File: src/rtl/fifo_pkg.sv
// Shared constants and helpers for the parameterised synchronous FIFO.
package fifo_pkg;

    localparam int DEF_DATA_W = 8;
    localparam int DEF_DEPTH  = 16;

    // Address width for a power-of-two depth. A single-entry store still needs one bit.
    function automatic int ptr_w(input int depth);
        return (depth > 1) ? $clog2(depth) : 1;
    endfunction

endpackage

File: src/rtl/param_sync_fifo_if.sv
// Handshake, data and status bundle between a FIFO user (master) and the FIFO (slave).
interface param_sync_fifo_if #(
    parameter int DATA_W = fifo_pkg::DEF_DATA_W,
    parameter int DEPTH  = fifo_pkg::DEF_DEPTH
);
    import fifo_pkg::*;

    localparam int PTR_W = ptr_w(DEPTH);
    localparam int CNT_W = PTR_W + 1;

    logic              wr_en;
    logic [DATA_W-1:0] wr_data;
    logic              rd_en;
    logic              err_clr;
    logic [DATA_W-1:0] rd_data;
    logic              rd_valid;
    logic              full;
    logic              empty;
    logic              almost_full;
    logic              almost_empty;
    logic [CNT_W-1:0]  count;
    logic              overflow;
    logic              underflow;
    logic [PTR_W-1:0]  wr_ptr;
    logic [PTR_W-1:0]  rd_ptr;

    modport master (
        output wr_en, wr_data, rd_en, err_clr,
        input  rd_data, rd_valid, full, empty, almost_full, almost_empty,
               count, overflow, underflow, wr_ptr, rd_ptr
    );

    modport slave (
        input  wr_en, wr_data, rd_en, err_clr,
        output rd_data, rd_valid, full, empty, almost_full, almost_empty,
               count, overflow, underflow, wr_ptr, rd_ptr
    );

endinterface

File: src/rtl/fifo_sdp_ram.sv
// Simple dual-port storage: one write port, one registered read port.
module fifo_sdp_ram
    import fifo_pkg::*;
#(
    parameter int DATA_W = DEF_DATA_W,
    parameter int DEPTH  = DEF_DEPTH
) (
    input  logic                     clk,
    input  logic                     rst,
    input  logic                     we,
    input  logic [ptr_w(DEPTH)-1:0]  waddr,
    input  logic [DATA_W-1:0]        wdata,
    input  logic                     re,
    input  logic [ptr_w(DEPTH)-1:0]  raddr,
    output logic [DATA_W-1:0]        rdata_p1
);

    logic [DATA_W-1:0] mem [DEPTH];

    // The array is deliberately left unreset; only rdata_p1 is observable.
    always_ff @(posedge clk) begin
        if (we) mem[waddr] <= wdata;
    end

    // Read stage: output register only moves on an accepted read.
    always_ff @(posedge clk) begin
        if (rst)     rdata_p1 <= '0;
        else if (re) rdata_p1 <= mem[raddr];
    end

endmodule

File: src/rtl/param_sync_fifo.sv
// Synchronous FIFO control: pointers, occupancy count, status flags and sticky errors.
module param_sync_fifo
    import fifo_pkg::*;
#(
    parameter int DATA_W = DEF_DATA_W,
    parameter int DEPTH  = DEF_DEPTH,
    parameter int AF_LVL = DEPTH - 2,
    parameter int AE_LVL = 2
) (
    input logic               clk,
    input logic               rst,
    param_sync_fifo_if.slave  bus
);

    localparam int PTR_W = ptr_w(DEPTH);
    localparam int CNT_W = PTR_W + 1;
    localparam logic [CNT_W-1:0] FULL_CNT = CNT_W'(DEPTH);
    localparam logic [CNT_W-1:0] AF_CNT   = CNT_W'(AF_LVL);
    localparam logic [CNT_W-1:0] AE_CNT   = CNT_W'(AE_LVL);

    // A fresh error in the clear cycle keeps the flag set.
    function automatic logic sticky_next(input logic cur, input logic set, input logic clr);
        return set | (cur & ~clr);
    endfunction

    logic [PTR_W-1:0]  wr_ptr;
    logic [PTR_W-1:0]  rd_ptr;
    logic [CNT_W-1:0]  count;
    logic              overflow;
    logic              underflow;
    logic              vld_p1;
    logic [DATA_W-1:0] rd_data_p1;

    logic full;
    logic empty;
    logic wr_acc;
    logic rd_acc;
    logic ovf_evt;
    logic udf_evt;

    assign full    = (count == FULL_CNT);
    assign empty   = (count == '0);
    assign wr_acc  = bus.wr_en && !full && !rst;
    assign rd_acc  = bus.rd_en && !empty && !rst;
    assign ovf_evt = bus.wr_en && full;
    assign udf_evt = bus.rd_en && empty;

    fifo_sdp_ram #(
        .DATA_W (DATA_W),
        .DEPTH  (DEPTH)
    ) u_ram (
        .clk      (clk),
        .rst      (rst),
        .we       (wr_acc),
        .waddr    (wr_ptr),
        .wdata    (bus.wr_data),
        .re       (rd_acc),
        .raddr    (rd_ptr),
        .rdata_p1 (rd_data_p1)
    );

    // Control stage: pointers wrap naturally because DEPTH is a power of two.
    always_ff @(posedge clk) begin
        if (rst) begin
            wr_ptr    <= '0;
            rd_ptr    <= '0;
            count     <= '0;
            vld_p1    <= 1'b0;
            overflow  <= 1'b0;
            underflow <= 1'b0;
        end else begin
            if (wr_acc) wr_ptr <= wr_ptr + PTR_W'(1);
            if (rd_acc) rd_ptr <= rd_ptr + PTR_W'(1);
            unique case ({wr_acc, rd_acc})
                2'b10:   count <= count + CNT_W'(1);
                2'b01:   count <= count - CNT_W'(1);
                default: count <= count;
            endcase
            vld_p1    <= rd_acc;
            overflow  <= sticky_next(overflow, ovf_evt, bus.err_clr);
            underflow <= sticky_next(underflow, udf_evt, bus.err_clr);
        end
    end

    assign bus.rd_data      = rd_data_p1;
    assign bus.rd_valid     = vld_p1;
    assign bus.full         = full;
    assign bus.empty        = empty;
    assign bus.almost_full  = (count >= AF_CNT);
    assign bus.almost_empty = (count <= AE_CNT);
    assign bus.count        = count;
    assign bus.overflow     = overflow;
    assign bus.underflow    = underflow;
    assign bus.wr_ptr       = wr_ptr;
    assign bus.rd_ptr       = rd_ptr;

endmodule

File: src/flat_wrapper.sv
// flat-port wrapper written by rule: the top's interface ports become plain ports
module param_sync_fifo_flat import fifo_pkg::*;
#(
    parameter int DATA_W = DEF_DATA_W,
    parameter int DEPTH  = DEF_DEPTH,
    parameter int AF_LVL = DEPTH - 2,
    parameter int AE_LVL = 2
)
  (clk, rst, bus_wr_en, bus_wr_data, bus_rd_en, bus_err_clr, bus_rd_data, bus_rd_valid, bus_full, bus_empty, bus_almost_full, bus_almost_empty, bus_count, bus_overflow, bus_underflow, bus_wr_ptr, bus_rd_ptr);
  param_sync_fifo_if #(.DATA_W(DATA_W), .DEPTH(DEPTH)) bus_i ();
  input logic clk;
  input logic rst;
  input wire logic [$bits(bus_i.wr_en)-1:0] bus_wr_en;
  input wire logic [$bits(bus_i.wr_data)-1:0] bus_wr_data;
  input wire logic [$bits(bus_i.rd_en)-1:0] bus_rd_en;
  input wire logic [$bits(bus_i.err_clr)-1:0] bus_err_clr;
  output wire logic [$bits(bus_i.rd_data)-1:0] bus_rd_data;
  output wire logic [$bits(bus_i.rd_valid)-1:0] bus_rd_valid;
  output wire logic [$bits(bus_i.full)-1:0] bus_full;
  output wire logic [$bits(bus_i.empty)-1:0] bus_empty;
  output wire logic [$bits(bus_i.almost_full)-1:0] bus_almost_full;
  output wire logic [$bits(bus_i.almost_empty)-1:0] bus_almost_empty;
  output wire logic [$bits(bus_i.count)-1:0] bus_count;
  output wire logic [$bits(bus_i.overflow)-1:0] bus_overflow;
  output wire logic [$bits(bus_i.underflow)-1:0] bus_underflow;
  output wire logic [$bits(bus_i.wr_ptr)-1:0] bus_wr_ptr;
  output wire logic [$bits(bus_i.rd_ptr)-1:0] bus_rd_ptr;
  assign bus_i.wr_en = bus_wr_en;
  assign bus_i.wr_data = bus_wr_data;
  assign bus_i.rd_en = bus_rd_en;
  assign bus_i.err_clr = bus_err_clr;
  assign bus_rd_data = bus_i.rd_data;
  assign bus_rd_valid = bus_i.rd_valid;
  assign bus_full = bus_i.full;
  assign bus_empty = bus_i.empty;
  assign bus_almost_full = bus_i.almost_full;
  assign bus_almost_empty = bus_i.almost_empty;
  assign bus_count = bus_i.count;
  assign bus_overflow = bus_i.overflow;
  assign bus_underflow = bus_i.underflow;
  assign bus_wr_ptr = bus_i.wr_ptr;
  assign bus_rd_ptr = bus_i.rd_ptr;
  param_sync_fifo #(.DATA_W(DATA_W), .DEPTH(DEPTH), .AF_LVL(AF_LVL), .AE_LVL(AE_LVL)) u_core (.clk(clk), .rst(rst), .bus(bus_i));
endmodule
File: config.mk
export PLATFORM = sky130hd
export DESIGN_NAME = param_sync_fifo_flat
export DESIGN_NICKNAME = d
export VERILOG_FILES = /design/src/rtl/fifo_pkg.sv /design/src/rtl/param_sync_fifo_if.sv /design/src/rtl/fifo_sdp_ram.sv /design/src/rtl/param_sync_fifo.sv /design/src/flat_wrapper.sv
export SDC_FILE = /design/constraint.sdc
export NUM_CORES = 1
export LEC_CHECK = 0
export ABC_AREA = 1
export CAP_MARGIN = 25
export CELL_PAD_IN_SITES_DETAIL_PLACEMENT = 1
export CELL_PAD_IN_SITES_GLOBAL_PLACEMENT = 1
export CORE_MARGIN = 1
export CORE_UTILIZATION = 40
export DETAILED_ROUTE_END_ITERATION = 6
export PLACE_DENSITY_LB_ADDON = 0.1
export SETUP_SLACK_MARGIN = 0.4
export SYNTH_ARGS = -nofsm -noshare
export SYNTH_HDL_FRONTEND = slang
export SYNTH_HIERARCHICAL = 1
export SYNTH_SLANG_ARGS = --single-unit
export TNS_END_PERCENT = 10
File: constraint.sdc
create_clock -name clk -period 2.5 [get_ports clk]
set_input_delay 0.5 -clock clk [delete_from_list [all_inputs] [get_ports clk]]
set_output_delay 0.5 -clock clk [all_outputs]
set_load 0.01 [all_outputs]
== Word level (Yosys, flattened, before mapping) ==
Memories as Yosys holds them, arrays and structs flattened. A register that Yosys moved wholly into a read port is not among the register bits.
Cells that the tools add are included.
Word-level totals
  output and inout port bits: 28
  input bits: 13
  word-level logic and storage cells: 35
  bits in registers: 16
  RAM bits: 128
  memories: 1
Memory list
  u_core.u_ram.mem: words 16, width 8, rd ports 1, clocked after memory_dff 1, write ports 1, RTL line fifo_sdp_ram.sv:18  | logic [DATA_W-1:0] mem [DEPTH];
Operators by class
  muxes and demuxes: 3
  order comparisons: 2
  reduce and logical (&&, ||, !) cells: 11
  $add $sub $neg: 4
  equal/unequal tests: 3
  bitwise gates (word level): 5
Operator list (number)
  5-bit case mux with 2 select lines: 1
  4-bit by 1-bit adder with 4-bit output (second input constant): 2
  1-bit logical AND: 6
  5-bit by 1-bit adder with 5-bit output (second input constant): 1
  5-bit == test (second input constant): 1
  5-bit by 4-bit >= comparator with 1-bit output (second input constant): 1
  5-bit by 2-bit less-or-equal comparator with 1-bit output (second input constant): 1
  5-bit logical NOT: 1
  5-bit by 1-bit subtractor with 5-bit output (second input constant): 1
  1-bit logical NOT: 3
  1-bit bitwise AND: 2
  2-bit by 1-bit == test with 1-bit output (second input constant): 1
  2-bit == test (second input constant): 1
  1-bit two-way mux: 2
  1-bit OR: 2
  2-bit nonzero test: 1
  1-bit NOT: 1

== Longest topological paths before layout ==
Gate-level depths: netlist of the first run.
  depth after elaboration: 6
  mapped depth: 14
  mapped depth without buffers: 14

== Modules after synthesis ==
The synthesis of the first run kept the hierarchy.
Modules (own cells, without submodules)
  fifo_sdp_ram: cells an instance 490, times used 1, area each 5577.8 um^2, seq. area each 4003.8 um^2
  param_sync_fifo: cells an instance 132, times used 1, area each 952.2 um^2, seq. area each 320.3 um^2

== Worst setup path after synthesis of the first run ==
Ideal clock, no wire load.
  kind: register -> register
  from: register u_core.count[0] (netlist: u_core/bus.count[0])
  to: register u_core.count[3] (netlist: u_core/bus.count[3])
  stages on the path, launching flop included: 14
  arrival: 2049 ps
  setup slack: 342 ps
  setup time: 109 ps
  data required time: 2391 ps
  clock period less this slack: 2158 ps
  path buffers: 0
  cells stage by stage: dfxtp_1 > nor2_4 > nand3_4 > nand2_2 > nor2_1 > inv_1 > ha_1 > ha_1 > a21oi_1 > nand2_1 > nand2_1 > nand3_1 > nand2_1 > inv_1
On the way
  longest elaborated chain between the ends: 6
  elaborated cells on any way between the ends: 14
  classes of those cells: 2 x add/sub; 3 x eq/ne; 1 x mux; 8 x reduce/logical
RTL lines
  start: declaration: RTL line param_sync_fifo.sv:28  | logic [CNT_W-1:0] count;
  start signal: assignment: RTL line param_sync_fifo.sv:75  | 2'b10: count <= count + CNT_W'(1);
  start signal: assignment: RTL line param_sync_fifo.sv:76  | 2'b01: count <= count - CNT_W'(1);
  start signal: assignment: RTL line param_sync_fifo.sv:77  | default: count <= count;
  5-bit == test (*): RTL line param_sync_fifo.sv:41  | assign full = (count == FULL_CNT);
  1-bit logical NOT (*): RTL line param_sync_fifo.sv:43  | assign wr_acc = bus.wr_en && !full && !rst;
  1-bit logical AND (*) (2 in series): RTL line param_sync_fifo.sv:43
  via u_core.wr_acc: RTL line param_sync_fifo.sv:36  | logic wr_acc;
  2-bit by 1-bit == test with 1-bit output / 2-bit == test (equally long branches): RTL line param_sync_fifo.sv:74  | unique case ({wr_acc, rd_acc})
  5-bit case mux with 2 select lines / 2-bit nonzero test (equally long branches)
The timed path passes the listed nets; every way through them passes the cells marked *.
A chain may end at the register's enable or synchronous reset.

== Worst setup path in the final report of the first run ==
  from: register u_core.count[0] (netlist: u_core/bus.count[0])
  to: output bus_empty
On the way
  longest elaborated chain between the ends: 1
RTL lines
  5-bit logical NOT: RTL line param_sync_fifo.sv:42  | assign empty = (count == '0);
  end: declaration: RTL line flat_wrapper.sv:20  | output wire logic [$bits(bus_i.empty)-1:0] bus_empty;
No other way between the ends.

==> results of run 1 <==
-- cell type report --
class	count	share of cell area
clock buffer	24	0.06255
clock inverter	8	0.01512
inverter	38	0.01814
timing repair buffer	73	0.08579
multi-input combinational	402	0.2329
sequential	152	0.5512
tap	216	0.03438
-- where the power goes --
| part | internal [W] | switching [W] |
|---|---|---|
| clock | 0.00167 | 0.000958 |
| combinational | 0.000480 | 0.000811 |
| sequential | 0.00283 | 0.0000775 |
| total | 0.00498 | 0.00185 |
-- worst min-delay path, cell delays in order (launching register included) --
cell and delay [ns]:
dfxtp_1 0.30, nand2_1 0.06, a21oi_1 0.05
-- layout by cell type, fill, tap and decap left out, types with 3 or more instances in the layout --
cell type	netlist	layout
a21oi_1	13	13
inv_1	33	33
dfxtp_2	0	4
dfxtp_1	24	19
nand3_1	119	119
nand2_2	3	3
ha_1	6	5
o21ai_0	3	3
inv_2	5	5
nand4_1	4	4
clkbuf_1	1	3
nand2_1	200	200
nor2_1	44	44
clkbuf_8	0	4
edfxtp_1	128	128
bufinv_16	0	3
clkdlybuf4s50_1	0	38
buf_4	5	31
clkbuf_16	0	17
-- repair_timing --
item                                    in CTS  in global routing
resized for setup                            3                  3
pin swaps                                    0                  0
setup buffers                                2                  0
endpoints found under the setup margin       8                  8
-- cell usage after synthesis --
| cell type | n |
|---|---|
| o31ai_1 | 1 |
| xor2_1 | 1 |
| nand2_2 | 3 |
| edfxtp_1 | 128 |
| nand2_1 | 200 |
| o21ai_0 | 3 |
| fa_1 | 1 |
| inv_1 | 33 |
| inv_2 | 5 |
| ha_1 | 6 |
| buf_6 | 12 |
| nand3_1 | 119 |
| buf_4 | 5 |
| dfxtp_1 | 24 |
| a21oi_2 | 1 |
| nor2_1 | 44 |
| nand4_1 | 4 |
| clkbuf_1 | 1 |
| a21oi_1 | 13 |
| nand3b_1 | 2 |
| buf_1 | 1 |
| nor2_4 | 2 |
| nand3_4 | 2 |
| buf_2 | 11 |
-- metal layers --
metal,up-vias,track usage,wire length [um]
met3,18,0.03116,496
met4,0,0.08003,257
met1,2344,0.2902,7811
li1,2228,-,-
met2,71,0.3775,8679
met5,-,0,0
-- kinds of logic after synthesis --
family	after synthesis	share of synthesized area
DFF	152	0.6622
and+or+nand+nor	376	0.2493
xor gates and xnor gates	1	0.001341
AOI/OAI and AO/OA	18	0.01475
buffers and inverters	68	0.05787
adders and majority gates	7	0.01456
-- state kept, by name, indices dropped and copies added (netlist names) --
name / flops
u_core/u_ram/mem: 128
u_core/bus.overflow: 1
u_core/bus.wr_ptr: 4
u_core/bus.underflow: 1
u_core/bus.count: 5
u_core/bus.rd_valid: 1
u_core/bus.rd_ptr: 4
u_core/u_ram/rdata_p1: 8
-- how the worst min path moves through the flow --
stage               slack (ns)  cells past startpoint                         endpoint                            start
finish                    0.47                      2   u_core/bus.overflow$_SDFF_PP0_   u_core/bus.overflow$_SDFF_PP0_
global route              0.50                      2   u_core/bus.overflow$_SDFF_PP0_   u_core/bus.overflow$_SDFF_PP0_
CTS                       0.47                      2   u_core/bus.overflow$_SDFF_PP0_   u_core/bus.overflow$_SDFF_PP0_
detailed placement        0.47                      2   u_core/bus.overflow$_SDFF_PP0_   u_core/bus.overflow$_SDFF_PP0_
global placement          0.46                      2  u_core/bus.underflow$_SDFF_PP0_  u_core/bus.underflow$_SDFF_PP0_
floorplan                 0.49                      2   u_core/bus.overflow$_SDFF_PP0_   u_core/bus.overflow$_SDFF_PP0_
-- stage by stage --
stage | hold slack (ns) | power [W] | setup TNS (ns) | instances
after CTS | 0.4734 | 0.006894 | 0 | 913
final | 0.4690 | 0.006827 | 0 | 913
after global placement | 0.4550 | 0.004202 | 0 | 879
after detailed placement | 0.4654 | 0.004243 | -0.1482 | 879
after global routing | 0.5028 | 0.007108 | 0 | 913
after floorplan | 0.4872 | 0.003769 | 0 | 622
==> flow_summary.json, run 1 <==
{
  "ant_nets": 0,
  "setup_ws_ns": 0.3287,
  "setup_viol": 0,
  "dieArea_um2": 16840,
  "syn_area_per_cell_um2": 10.50,
  "holdBufCountCts": 0,
  "crit-reg2reg-capture": "u_core/bus.count[3]$_SDFFE_PP0P_",
  "yosysSeqAreaShare": 0.6622,
  "cpLargestDelayFamily": "buffers and inverters",
  "antenna_cells": 0,
  "drive_gt1_frac": 0.1148,
  "rrSetupSlack_ns": 0.42,
  "synth.area.top_cells": "edfxtp_1 59%, nand2_1 11%, nand3_1 9.1%",
  "critPathSlowestCell": "clkdlybuf4s50_1",
  "multiInputGateArea_um2": 1831,
  "routed_wl_mm": 17.24,
  "fin_crit_sh": 0.8685,
  "htree_levels": 4,
  "worst_slew_pin_slew_ns": 0.7180,
  "seq_area_um2": 4333,
  "finalCriticalPeriod_ns": 2.171,
  "via_count": 4661,
  "r2r-start": "u_core/bus.count[4]$_SDFFE_PP0P_",
  "design_area_um2": 7861,
  "synth_area_um2": 6530,
  "synth_area_leader_cell": "edfxtp_1",
  "slew_viol_final": 0,
  "status": "finished clean",
  "die_height_um": 129.8,
  "start_util": 0.4111,
  "std_cell_rows": 46,
  "place.gp.congestion": 0.8068,
  "avgRoutedWirePerCell_um": 18.89,
  "worst_clock_skew_ns": 0.009479,
  "cts-root-buf": "clkbuf_16",
  "grt_max_degree": 67,
  "nets": 704,
  "dpl.hpwl_mm": 11.04,
  "via_per_inst": 5.105,
  "io-pin-count": 41,
  "drtPass1Iterations": 4,
  "drc": 0,
  "clkTransAtPathRegs_ns": 0.06,
  "start_kind": "flip-flop",
  "crit_end": "bus_empty",
  "critPathBufInv": 2,
  "area.growth.synth_to_final_pct": 20.39,
  "place_ws_ns": -0.07432,
  "post-route-util": 0.4949,
  "track_usage": 0.2218,
  "synth_cell_types": 24,
  "max_slew_margin": 0.5198,
  "cp.arrival_ns": 1.67,
  "cts_tree": "done",
  "hold_class": "reg2reg",
  "clock_insertion_delay_worst_skew_ns": 0.42,
  "irDropWorstVdd_mv": 0.5016,
  "n_fill_cell": 1769,
  "path_cells": "nor2_4 -> nand3_4 -> inv_2 -> clkdlybuf4s50_1",
  "drv_cap": 0,
  "synth_seq_cells": 152,
  "crit_fanout": 7,
  "path_class": "reg2out",
  "drtIter0Drc": 262,
  "antenna_found_initial": 0,
  "final_hold_viol_count": 0,
  "clock.fmax_mhz": 460.6,
  "clock_sinks": 152,
  "r2r_cells": 12,
  "worstPathRequired_ns": 2.00,
  "crit_cells": 4,
  "syn_nets": 642,
  "syn_inst": 622,
  "port_buffers": 40,
  "slowest_delay_ns": 0.54,
  "coreArea_um2": 15890,
  "synthDominantCellAreaShare": 0.5886,
  "rsz0062_at_grt": "true",
  "die_w_um": 129.8,
  "numCtsBuffers": 17,
  "placed_cell_area_um2": 7227,
  "startpoint": "u_core/bus.count[0]$_SDFFE_PP0P_",
  "leakage_nw": 3.025,
  "grt_overflow": 0,
  "p_per_area_nw_per_um2": 868.4,
  "ys.warnings.count": 6,
  "grt_pass1_wl_mm": 26.89,
  "crit_path_end_kind": "output pin",
  "grt_pass1_vias": 4871,
  "clock_path_buffers": 2
}
(Power assumes the default switching activity.)
==> inputs of run 2 (changes only) <==
CORE_MARGIN = default   (was 1)
==> results of run 2 <==
Final layout, timing and power as in run 1 (identical DEF).
==> inputs of run 3 (changes only) <==
SKIP_LAST_GASP = 1   (was default)
==> results of run 3 <==
Final layout, timing and power as in run 1 (identical DEF).
